--- config.mk ---
export PLATFORM = sky130hd
export DESIGN_NAME = change_dispense_ctrl
export DESIGN_NICKNAME = d
export VERILOG_FILES = /design/src/rtl/vend_pkg.sv /design/src/rtl/coin_select.sv /design/src/rtl/change_dispense_ctrl.sv
export SDC_FILE = /design/constraint.sdc
export NUM_CORES = 1
export LEC_CHECK = 0
export BUFFER_PORTS_ARGS = -buffer_cell sky130_fd_sc_hd__clkbuf_2
export CAP_MARGIN = 20
export CORE_ASPECT_RATIO = 0.9
export CORE_MARGIN = 1.5
export CORE_UTILIZATION = 38
export DETAILED_ROUTE_END_ITERATION = 10
export PLACE_DENSITY = 0.65
export SLEW_MARGIN = 20
export SYNTH_ARGS = -nofsm -noshare
export SYNTH_HDL_FRONTEND = slang
export SYNTH_SLANG_ARGS = --single-unit
--- constraint.sdc ---
create_clock -name clk -period 4.7 [get_ports clk]
set_clock_uncertainty 0.1 [all_clocks]
set_input_delay 0.47 -clock clk [delete_from_list [all_inputs] [get_ports clk]]
set_output_delay 0.47 -clock clk [all_outputs]
set_load 0.03 [all_outputs]
--- src/rtl/vend_pkg.sv ---
// ---------------------------------------------------------------------------
// vend_pkg : shared vending-machine encodings, coin values and FSM states
// Rev 1.0
// ---------------------------------------------------------------------------
`default_nettype none

package vend_pkg;

   typedef enum logic [1:0] {
      COIN_1  = 2'd0,
      COIN_5  = 2'd1,
      COIN_10 = 2'd2,
      COIN_50 = 2'd3
   } coin_t;

   localparam logic [7:0] COIN_VAL [4] = '{8'd1, 8'd5, 8'd10, 8'd50};

   localparam logic [7:0] PRICE_WATER = 8'd20;
   localparam logic [7:0] PRICE_TEA   = 8'd35;
   localparam logic [7:0] PRICE_COLA  = 8'd45;

   typedef enum logic [2:0] {
      ST_IDLE   = 3'd0,
      ST_SELECT = 3'd1,
      ST_REQ    = 3'd2,
      ST_DONE   = 3'd3,
      ST_FAULT  = 3'd4
   } state_t;

endpackage

`default_nettype wire

--- src/rtl/coin_select.sv ---
// ---------------------------------------------------------------------------
// coin_select : greedy picker, largest in-stock coin not exceeding remain
// Rev 1.0
// ---------------------------------------------------------------------------
`default_nettype none

module coin_select
   import vend_pkg::*;
#(
   parameter int INV_W = 8
) (
   input  logic [7:0]            i_remain,
   input  logic [3:0][INV_W-1:0] i_inv_cnt,
   output logic                  o_found,
   output logic [1:0]            o_type
);

   // Ascending scan: the last qualifying denomination is the largest one.
   always_comb begin
      o_found = 1'b0;
      o_type  = COIN_1;
      for (int d = 0; d < 4; d++) begin
         if ((COIN_VAL[d] <= i_remain) && (i_inv_cnt[d] != '0)) begin
            o_found = 1'b1;
            o_type  = 2'(d);
         end
      end
   end

endmodule

`default_nettype wire

--- src/rtl/change_dispense_ctrl.sv ---
// ---------------------------------------------------------------------------
// change_dispense_ctrl : pays change one coin at a time via the hopper
// Rev 1.0
// ---------------------------------------------------------------------------
`default_nettype none

module change_dispense_ctrl
   import vend_pkg::*;
#(
   parameter int INV_W       = 8,
   parameter int INIT_CNT50  = 4,
   parameter int INIT_CNT10  = 4,
   parameter int INIT_CNT5   = 4,
   parameter int INIT_CNT1   = 4,
   parameter int ACK_TIMEOUT = 15
) (
   input  logic               clk,
   input  logic               reset,
   input  logic               chg_valid,
   input  logic [7:0]         chg_amount,
   output logic               chg_ready,
   output logic               coin_req,
   output logic [1:0]         coin_type,
   input  logic               coin_ack,
   input  logic               refill_en,
   input  logic [1:0]         refill_sel,
   input  logic [INV_W-1:0]   refill_cnt,
   output logic [4*INV_W-1:0] inv_cnt,
   output logic               done,
   output logic               fault,
   output logic [7:0]         short_amt
);

   localparam int TO_W = $clog2(ACK_TIMEOUT + 1);

   state_t                r_state, w_next;
   logic [7:0]            r_remain;
   logic [1:0]            r_type;
   logic                  r_coin_req, r_done, r_fault;
   logic [7:0]            r_short;
   logic [TO_W-1:0]       r_to;
   logic [3:0][INV_W-1:0] r_cnt;

   logic                  w_found;
   logic [1:0]            w_sel_type;
   logic                  w_accept, w_ack, w_timeout;
   logic [INV_W:0]        w_sum;
   logic [INV_W-1:0]      w_sat;

   coin_select #(.INV_W(INV_W)) u_coin_select (
      .i_remain  (r_remain),
      .i_inv_cnt (r_cnt),
      .o_found   (w_found),
      .o_type    (w_sel_type)
   );

   assign w_accept  = (r_state == ST_IDLE) && chg_valid;
   assign w_ack     = (r_state == ST_REQ) && coin_ack;
   assign w_timeout = (r_state == ST_REQ) && !coin_ack && (r_to == TO_W'(ACK_TIMEOUT - 1));
   assign w_sum     = {1'b0, r_cnt[refill_sel]} + {1'b0, refill_cnt};
   assign w_sat     = w_sum[INV_W] ? '1 : w_sum[INV_W-1:0];

   always_ff @(posedge clk or negedge reset) begin
      if (!reset) r_state <= ST_IDLE;
      else        r_state <= w_next;
   end

   always_comb begin
      w_next = r_state;
      case (r_state)
         ST_IDLE:   if (chg_valid) w_next = (chg_amount == 8'd0) ? ST_DONE : ST_SELECT;
         ST_SELECT: w_next = w_found ? ST_REQ : ST_FAULT;
         ST_REQ: begin
            if (coin_ack)       w_next = (r_remain == COIN_VAL[r_type]) ? ST_DONE : ST_SELECT;
            else if (w_timeout) w_next = ST_FAULT;
         end
         ST_DONE:   w_next = ST_IDLE;
         ST_FAULT:  w_next = ST_IDLE;
         default:   w_next = ST_IDLE;
      endcase
   end

   always_ff @(posedge clk or negedge reset) begin
      if (!reset) begin
         r_remain   <= 8'd0;
         r_type     <= 2'd0;
         r_coin_req <= 1'b0;
         r_done     <= 1'b0;
         r_fault    <= 1'b0;
         r_short    <= 8'd0;
         r_to       <= '0;
         r_cnt[3]   <= INV_W'(INIT_CNT50);
         r_cnt[2]   <= INV_W'(INIT_CNT10);
         r_cnt[1]   <= INV_W'(INIT_CNT5);
         r_cnt[0]   <= INV_W'(INIT_CNT1);
      end else begin
         r_done  <= (r_state == ST_DONE) || (r_state == ST_FAULT);
         r_fault <= (r_state == ST_FAULT);
         if (w_accept) begin
            r_remain <= chg_amount;
            r_short  <= 8'd0;
         end
         if (r_state == ST_FAULT) r_short <= r_remain;
         if ((r_state == ST_SELECT) && w_found) begin
            r_coin_req <= 1'b1;
            r_type     <= w_sel_type;
            r_to       <= '0;
         end
         // Selected value never exceeds remain, so the subtraction cannot wrap.
         if (w_ack) begin
            r_coin_req    <= 1'b0;
            r_remain      <= r_remain - COIN_VAL[r_type];
            r_cnt[r_type] <= r_cnt[r_type] - INV_W'(1);
         end else if (w_timeout) begin
            r_coin_req <= 1'b0;
         end else if (r_state == ST_REQ) begin
            r_to <= r_to + TO_W'(1);
         end
         if ((r_state == ST_IDLE) && refill_en) r_cnt[refill_sel] <= w_sat;
      end
   end

   assign chg_ready = (r_state == ST_IDLE);
   assign coin_req  = r_coin_req;
   assign coin_type = r_type;
   assign inv_cnt   = r_cnt;
   assign done      = r_done;
   assign fault     = r_fault;
   assign short_amt = r_short;

endmodule

`default_nettype wire

== Yosys cells after proc, flatten, opt, wreduce, memory -nomap -nowiden ==
Index checks and enable logic that the tools add are counted.

* Flip-flop bits (word level): 60
* Bits of input ports: 23
* Output and inout port bits: 46
* Word-level logic and storage cells: 99

* $add $sub $neg: 4
* Magnitude comparators: 9
* Equal/unequal tests: 8
* Multiplexer cells: 41
* Bitwise logic cells: 1
* Reduce and logical (&&, ||, !) cells: 24

{| class="wikitable"
|+ Operators by type and width
! operator !! count
|-
| $mux W8 || 11
|-
| $bwmux W32 || 2
|-
| $mux W32 || 2
|-
| $bmux W8 S2 || 3
|-
| $demux W8 S2 || 2
|-
| $reduce_bool A8 Y1 || 4
|-
| $mux W4 || 4
|-
| $logic_and A1 B1 Y1 || 12
|-
| $mux W3 || 4
|-
| $add A8 B8 Y9 || 1
|-
| $pmux W3 S3 || 1
|-
| $eq A8 B8 Y1 || 1
|-
| $le A1 B8 Y1 const A || 1
|-
| $le A3 B8 Y1 const A || 1
|-
| $le A4 B8 Y1 const A || 1
|-
| $le A6 B8 Y1 const A || 1
|-
| $logic_not A8 Y1 || 1
|-
| $mux W1 || 8
|-
| $mux W2 || 4
|-
| $sub A8 B1 Y8 const B || 1
|-
| $sub A8 B8 Y8 || 1
|-
| $eq A3 B2 Y1 const B || 2
|-
| $lt A2 B3 Y1 const B || 2
|-
| $add A4 B1 Y4 const B || 1
|-
| 14 further kinds || 16
|}

== Depth between registers and ports, before layout ==
Gate-level depths: netlist of run 1.

* Word-level depth: 11
* Mapped depth: 10
* Mapped depth without buffers: 9

== Modules after synthesis ==
Synthesis of run 1 repeated with hierarchy kept, for this count alone.

* Cell total of the unflattened synthesis: 432
* Area total of the unflattened synthesis: 4057.6 µm²

{| class="wikitable"
|+ By module, submodules not included
! module !! times used !! cells an instance !! area each (µm²) !! seq. area each (µm²)
|-
| change_dispense_ctrl || 1 || 410 || 3892.5 || 1506.4
|-
| coin_select || 1 || 22 || 165.2 || 0.0
|}

== Worst setup path after synthesis of run 1 ==
Ideal clock, no wire load.

* Kind: input-to-reg
* Start point: input port refill_sel[1]
* End point: register r_cnt, in the netlist inv_cnt[13]
* Setup time: 0.126 ns
* Arrival time: 3.345 ns
* Data required time: 4.474 ns
* Setup slack: 1.129 ns
* Stages on the path: 9
* Path buffers: 1
* Cells stage by stage: buf_1 mux4_2 fa_1 a211oi_1 o21ai_0 a21o_1 a2111oi_2 nor2_1 a221o_1

* Word-level cells in the longest chain between the ends: 6
* Elaborated cells on any way between the ends: 11
* Those cells by class: 1 x add/sub; 2 x order compare; 7 x mux; 1 x reduce/logical

{| class="wikitable"
|+ RTL lines
! item !! line !! source
|-
| start: declaration || change_dispense_ctrl.sv:26 || <nowiki>input logic [1:0] refill_sel,</nowiki>
|-
| $bmux W8 S2, or another cell as far along || change_dispense_ctrl.sv:60 || <nowiki>assign w_sum = {1'b0, r_cnt[refill_sel]} + {1'b0, refill_cnt};</nowiki>
|-
| $mux W8 (implied by the code) / $logic_and A1 B1 Y1 (equally long branches) || change_dispense_ctrl.sv:60, change_dispense_ctrl.sv:119 ||
|-
| $add A8 B8 Y9 / $mux W8 (equally long branches) || change_dispense_ctrl.sv:60, change_dispense_ctrl.sv:119 ||
|-
| $mux W8 / $demux W8 S2 (equally long branches) || change_dispense_ctrl.sv:61, change_dispense_ctrl.sv:119 ||
|-
| $bwmux W32 (*) || change_dispense_ctrl.sv:119 || <nowiki>if ((r_state == ST_IDLE) && refill_en) r_cnt[refill_sel] <= w_sat;</nowiki>
|-
| $mux W32 (*) || change_dispense_ctrl.sv:119 ||
|-
| end signal: indexed assignment || change_dispense_ctrl.sv:113 || <nowiki>r_cnt[r_type] <= r_cnt[r_type] - INV_W'(1);</nowiki>
|-
| end signal: indexed assignment || change_dispense_ctrl.sv:119 ||
|-
| end: declaration || change_dispense_ctrl.sv:42 || <nowiki>logic [3:0][INV_W-1:0] r_cnt;</nowiki>
|}

Every way passes the cells marked *; elsewhere a longest branch is shown, timed or not. The select of a mux whose other input is x is not followed.
A chain may end at the register's enable or synchronous reset.

== Worst setup path in the final report of run 1 ==
Same ends and word-level chain as after synthesis.

==> impl_metrics.env, run 1 <==
export IMPL_port_buffers=68
export IMPL_n_antenna_cell=0
export IMPL_use_met3_pct=6.280
export IMPL_finalHoldViolations=0
export IMPL_netlist_area_sq_mm=0.003976
export IMPL_die_h_um=100.0
export IMPL_peakVddDrop_v=0.0003035
export IMPL_place_ws_ns=0.8101
export IMPL_areaGrowthSynthToFinish_pct=19.54
export IMPL_reg2reg_from="inv_cnt[8]"
export IMPL_drtIter0Drc=332
export IMPL_num_vias=3706
export IMPL_cts_buffer_depth=2
export IMPL_wl_per_cell_um=19.15
export IMPL_cts_buffers=9
export IMPL_die_w_um=110.8
export IMPL_cts_setup_buffers=0
export IMPL_fill_cells=953
export IMPL_synth_top_area_cell="dfrtp_1"
export IMPL_slew_violations=0
export IMPL_setup_tns_ns=0
export IMPL_ctsHoldBuffers=0
export IMPL_place_hpwl_um=8335
export IMPL_tightest_slew_ns=1.023
export IMPL_synth_edf_count=0
export IMPL_cp_startpoint="refill_sel[1]"
export IMPL_reg2reg_depth=9
export IMPL_syn_num_nets=445
export IMPL_worstPathArrival_ns=3.64
export IMPL_numClockSinks=60
export IMPL_path_class="input port to flip-flop"
export IMPL_grt_pass1_wl_um=18320
export IMPL_met1_usage_pct=29.27
export IMPL_ys_flop_type="dfrtp_1"
export IMPL_min_period_over_period_pct=75.04
export IMPL_fin_crit_ns=3.527
export IMPL_syn_area_per_cell_sq_um=9.867
export IMPL_antenna_found_initial=0
export IMPL_r2r_slack_ns=1.27
export IMPL_ctsResizeCount=0
export IMPL_clk_pin_slew_ns=0.06
export IMPL_rr_endpoint="inv_cnt[13]"
export IMPL_start_util_pct=38.97
export IMPL_drc=0
export IMPL_required_ns=4.81
export IMPL_endpoint_kind="flip-flop"
export IMPL_synth_cells=403
export IMPL_synth_top_area_share_pct=35.24
export IMPL_drtPass1Iterations=5
export IMPL_pwr_density_cell_mw_per_mm2=887.3
export IMPL_p_leak_nw=2.097
export IMPL_synth_seq_cells=60
export IMPL_ant_nets=0
export IMPL_final_setup_viol_count=0
export IMPL_grt_max_degree=61
export IMPL_most_common_layout_cells="clkbuf_2 (68), dfrtp_1 (56), nor2_1 (45)"
export IMPL_hp_class="input port to asynchronous set/reset pin"
export IMPL_status="completed"
export IMPL_core_area_sq_mm=0.01020
export IMPL_worst_skew_pair_late_latency_ns=0.34
export IMPL_track_usage_pct=21.01
export IMPL_cts_tree="built"
export IMPL_post_drt_via_cell_ratio=6.177
export IMPL_htreeDepth=3
export IMPL_finish_utilization_pct=46.58
export IMPL_nNetsFinal=508
export IMPL_grt_most_used_layer="met2"
export IMPL_synth_distinct_cells=60
export IMPL_fmax_mhz=283.5
export IMPL_yosys_warnings=0
export IMPL_root_buffer="clkbuf_16"
export IMPL_grt_pass1_vias=3506
export IMPL_start_kind="input port"
export IMPL_crit_fanout=14
export IMPL_final_common_cell="clkbuf_2"
export IMPL_routabilityCongestion=0.9145
export IMPL_ioPinCount=69
export IMPL_row_count=35
export IMPL_ys_seq_area_share_pct=37.89
export IMPL_wirelength_um=11490
export IMPL_die_area_sq_mm=0.01109
export IMPL_setup_slack_ns=1.173
export IMPL_max_cap_violations=0
export IMPL_rsz0062_at_grt="no"
export IMPL_p_total_mw=4.218
export IMPL_drive_above_1_share_pct=24.84
export IMPL_met2_usage_pct=31.43
export IMPL_async_flop_share_pct=100.0
export IMPL_ys_top_cells_by_area="dfrtp_1 (35%), mux4_2 (7.9%), ha_1 (5.3%), o21ai_0 (4.5%), nor2_1 (4.2%)"
export IMPL_slew_headroom_pct=31.53
export IMPL_overflow=0
## how the worst max path moves through the flow
stage                  endpoint  slack [ns]
floorplan           inv_cnt[13]        1.13
global placement    inv_cnt[13]        0.90
detailed placement  inv_cnt[13]        0.81
CTS                 inv_cnt[13]        1.16
global route        inv_cnt[13]        0.98
finish              inv_cnt[13]        1.17
## state kept, by name, summed over array words and instances (netlist names)
signal and count:
inv_cnt 32, r_remain 8, short_amt 8, r_to 4
r_state 3, coin_type 2, coin_req 1, done 1
fault 1
## critical path, stage by stage
cell and delay [ns]:
clkbuf_2 0.34, mux4_2 0.56, ha_1 0.24, fa_1 0.42, a211oi_1 0.30, o21ai_0 0.14
a21o_1 0.23, a2111oi_2 0.56, nor2_1 0.10, a221o_1 0.28
## logic make-up after synthesis
kind of cell	Yosys count	share of synthesized area (%)
AND/OR/NAND/NOR	138	17.43
buffers and inverters	29	2.832
adder cells (fa/ha/maj)	19	6.356
flip-flops	60	37.89
multiplexers	19	10.04
XOR/XNOR	12	2.832
AO/OA/AOI/OAI	126	22.62
## per-stage QoR
stage	std cells	instance area (sq um)	hold WS, ns
finish	600	4753	0.1988
global route	600	4753	0.2634
detailed placement	584	4427	0.3923
CTS	600	4753	0.2399
floorplan	403	3976	0.07441
global placement	584	4427	0.3867
## report_power, final
group	switching, mW	internal (mW)	total [mW]
registers	0.395	0.747	1.14
logic	1.45	0.911	2.36
clock network	0.242	0.478	0.719
total	2.08	2.14	4.22
## cells in the mapped netlist (all sizes together), types with 3 or more instances
cell type,count
a211oi,5
a21o,4
a21oi,4
a221o,13
a22o,9
a22oi,5
buf,4
clkbuf,14
dfrtp,56
dfstp,4
ha,17
inv,11
mux4,16
nand2,32
nand2b,5
nand3,9
nor2,45
nor2b,5
nor3,12
nor4,12
o211ai,12
o21a,4
o21ai,38
o22ai,11
or2,3
or3,5
xnor2,4
xor2,8
## per-layer routing
metal / up-vias / share of wire [%]
met2: 170 / 43
met5: - / 0
met4: 0 / 2.5
li1: 1690 / -
met1: 1811 / 46
met3: 35 / 8.3
## layout make-up
| type | count | area, sq um | share of cell area, % |
|---|---|---|---|
| clock buffer | 10 | 239.0 | 5.028 |
| timing repair buffer | 70 | 355.3 | 7.476 |
| clock inverter | 6 | 87.58 | 1.843 |
| multi-input combinational | 314 | 2362 | 49.70 |
| inverter | 11 | 41.29 | 0.8686 |
| tap | 129 | 161.4 | 3.396 |
| sequential | 60 | 1506 | 31.69 |
No activity file was read; power rests on OpenSTA's default activity.
==> inputs of run 2 (changes only) <==
--- a/config.mk
+++ b/config.mk
@@ -11,7 +11,7 @@
 export CORE_MARGIN = 1.5
 export CORE_UTILIZATION = 38
 export DETAILED_ROUTE_END_ITERATION = 10
-export PLACE_DENSITY = 0.65
+export PLACE_DENSITY = 0.67
 export SLEW_MARGIN = 20
 export SYNTH_ARGS = -nofsm -noshare
 export SYNTH_HDL_FRONTEND = slang
==> constraint.sdc (replaced) <==
create_clock -name clk -period 2.85 [get_ports clk]
set_clock_uncertainty 0.1 [all_clocks]
set_input_delay 0.285 -clock clk [delete_from_list [all_inputs] [get_ports clk]]
set_output_delay 0.285 -clock clk [all_outputs]
set_load 0.03 [all_outputs]
==> run 2 against run 1 <==
The flow now finishes with violations (setup timing). Final cell count grew 9.3%. Global-route usage grew 2.2 points. Power grew 81%. Clock power grew 49%. Sequential share of layout area shrank 2.8 points. First-iteration DRC count grew 8.4%. Critical path depth shrank 1. Worst setup slack lost 1.2 ns. Via count grew 6.3%. Utilization grew 4.9 points. Non-clock buffer count grew 56. Critical path type is now flip-flop to flip-flop. Register-to-register slack lost 1.3 ns.
==> impl_metrics.env, run 2 (same netlist as run 1, synthesis figures left out) <==
export IMPL_grt_pass1_wl_um=20350
export IMPL_cts_buffers=9
export IMPL_r2r_slack_ns=-0.07
export IMPL_drtIter0Drc=360
export IMPL_wirelength_um=12800
export IMPL_slew_violations=0
export IMPL_die_w_um=110.8
export IMPL_finalHoldViolations=0
export IMPL_tightest_slew_ns=0.7736
export IMPL_die_area_sq_mm=0.01109
export IMPL_p_total_mw=7.645
export IMPL_place_hpwl_um=9488
export IMPL_rr_endpoint="inv_cnt[21]"
export IMPL_required_ns=2.95
export IMPL_num_vias=3939
export IMPL_violations="setup timing"
export IMPL_status="complete, but fails checks"
export IMPL_cts_buffer_depth=2
export IMPL_numClockSinks=60
export IMPL_setup_slack_ns=-0.07367
export IMPL_final_setup_viol_count=6
export IMPL_place_ws_ns=-0.2334
export IMPL_instances_no_fill=656
export IMPL_pwr_density_cell_mw_per_mm2=1454
export IMPL_worstPathArrival_ns=3.03
export IMPL_post_drt_via_cell_ratio=6.005
export IMPL_start_kind="flip-flop"
export IMPL_finish_utilization_pct=51.51
export IMPL_die_h_um=100.0
export IMPL_rsz0062_at_grt="yes"
export IMPL_antenna_found_initial=0
export IMPL_slew_headroom_pct=48.43
export IMPL_grt_max_degree=61
export IMPL_setup_tns_ns=-0.1334
export IMPL_largest_reg_flops=32
export IMPL_wl_per_cell_um=19.51
export IMPL_cts_tree="built"
export IMPL_peakVddDrop_v=0.0006429
export IMPL_grt_pass1_vias=3867
export IMPL_ant_nets=0
export IMPL_crit_fanout=4
export IMPL_row_count=35
export IMPL_clk_pin_slew_ns=0.05
export IMPL_drc=0
export IMPL_final_common_cell="clkbuf_2"
export IMPL_ioPinCount=69
export IMPL_place_inst=638
export IMPL_drive_above_1_share_pct=36.81
export IMPL_htreeDepth=3
export IMPL_reg2reg_from="inv_cnt[24]"
export IMPL_n_antenna_cell=0
export IMPL_fin_crit_ns=2.924
export IMPL_core_area_sq_mm=0.01020
export IMPL_start_util_pct=38.97
export IMPL_reg2reg_depth=9
export IMPL_path_class="flip-flop to flip-flop"
export IMPL_areaGrowthSynthToFinish_pct=32.19
export IMPL_track_usage_pct=23.26
export IMPL_max_cap_violations=0
export IMPL_hp_class="input port to asynchronous set/reset pin"
export IMPL_placed_area_sq_mm=0.004882
export IMPL_drtPass1Iterations=5
export IMPL_routabilityCongestion=0.9969
export IMPL_port_buffers=68
export IMPL_worst_skew_pair_late_latency_ns=0.33
export IMPL_endpoint_kind="flip-flop"
export IMPL_overflow=0
export IMPL_most_common_layout_cells="clkbuf_2 (68), buf_4 (56), dfrtp_1 (48)"
export IMPL_ctsHoldBuffers=0
export IMPL_whs_ns=0.02386
export IMPL_root_buffer="clkbuf_16"
export IMPL_p_leak_nw=2.360
export IMPL_nNetsFinal=564
export IMPL_min_period_over_period_pct=102.6
export IMPL_final_area_sq_mm=0.005256
export IMPL_fmax_mhz=342.0
run 2: cell types whose count changed in the layout (fill, tap and decap cells not counted), moves of 3 or more:
| cell | before | now |
|---|---|---|
| dfrtp_2 | 0 | 8 |
| buf_4 | 2 | 56 |
| nor2_1 | 45 | 42 |
| clkinvlp_4 | 0 | 3 |
| o22ai_1 | 11 | 7 |
| dfrtp_1 | 56 | 48 |
| o22ai_2 | 0 | 4 |
run 2: report_power, final:
part	internal [mW]	total [mW]	switching, mW	leakage (nW)
clock network	0.671	1.07	0.399	0.137
registers	1.24	1.70	0.459	0.741
logic	2.04	4.87	2.83	1.48
run 2: repair_timing:
item	4_1_cts	5_1_grt
setup buffers	2	2
pin swaps	5	12
setup endpoints to repair	14	21
endpoints found under the hold margin	0	0
resized for setup	2	13
run 2: worst max-delay path: stages (launching register included):
cell and delay, ns:
dfrtp_2 0.40, mux4_2 0.51, ha_4 0.19, fa_2 0.35, a211oi_2 0.23, o21ai_1 0.11, a21o_1 0.23, a2111oi_4 0.30
nor2_1 0.10, a221o_1 0.29
run 2: area by class of cell:
type                       count  area [sq um]
sequential                    60          1516
inverter                      11         41.29
fill                         950          4947
clock inverter                 7         67.56
tap                          129         161.4
timing repair buffer         126         783.3
clock buffer                   9         225.2
multi-input combinational    314          2461
run 2: worst max-delay path by stage:
stage	from	end
final	inv_cnt[24]	inv_cnt[21]
after global routing	inv_cnt[24]	inv_cnt[21]
after CTS	inv_cnt[24]	inv_cnt[21]
after detailed placement	refill_sel[1]	inv_cnt[21]
after global placement	refill_sel[1]	inv_cnt[23]
after floorplan	inv_cnt[24]	inv_cnt[13]
run 2: routing by layer:
| metal | global-route usage (%) | part of all wire [%] |
|---|---|---|
| met5 | 0 | 0 |
| met4 | 10.26 | 1.8 |
| met3 | 3.744 | 7.0 |
| met2 | 36.89 | 47 |
| met1 | 31.78 | 44 |
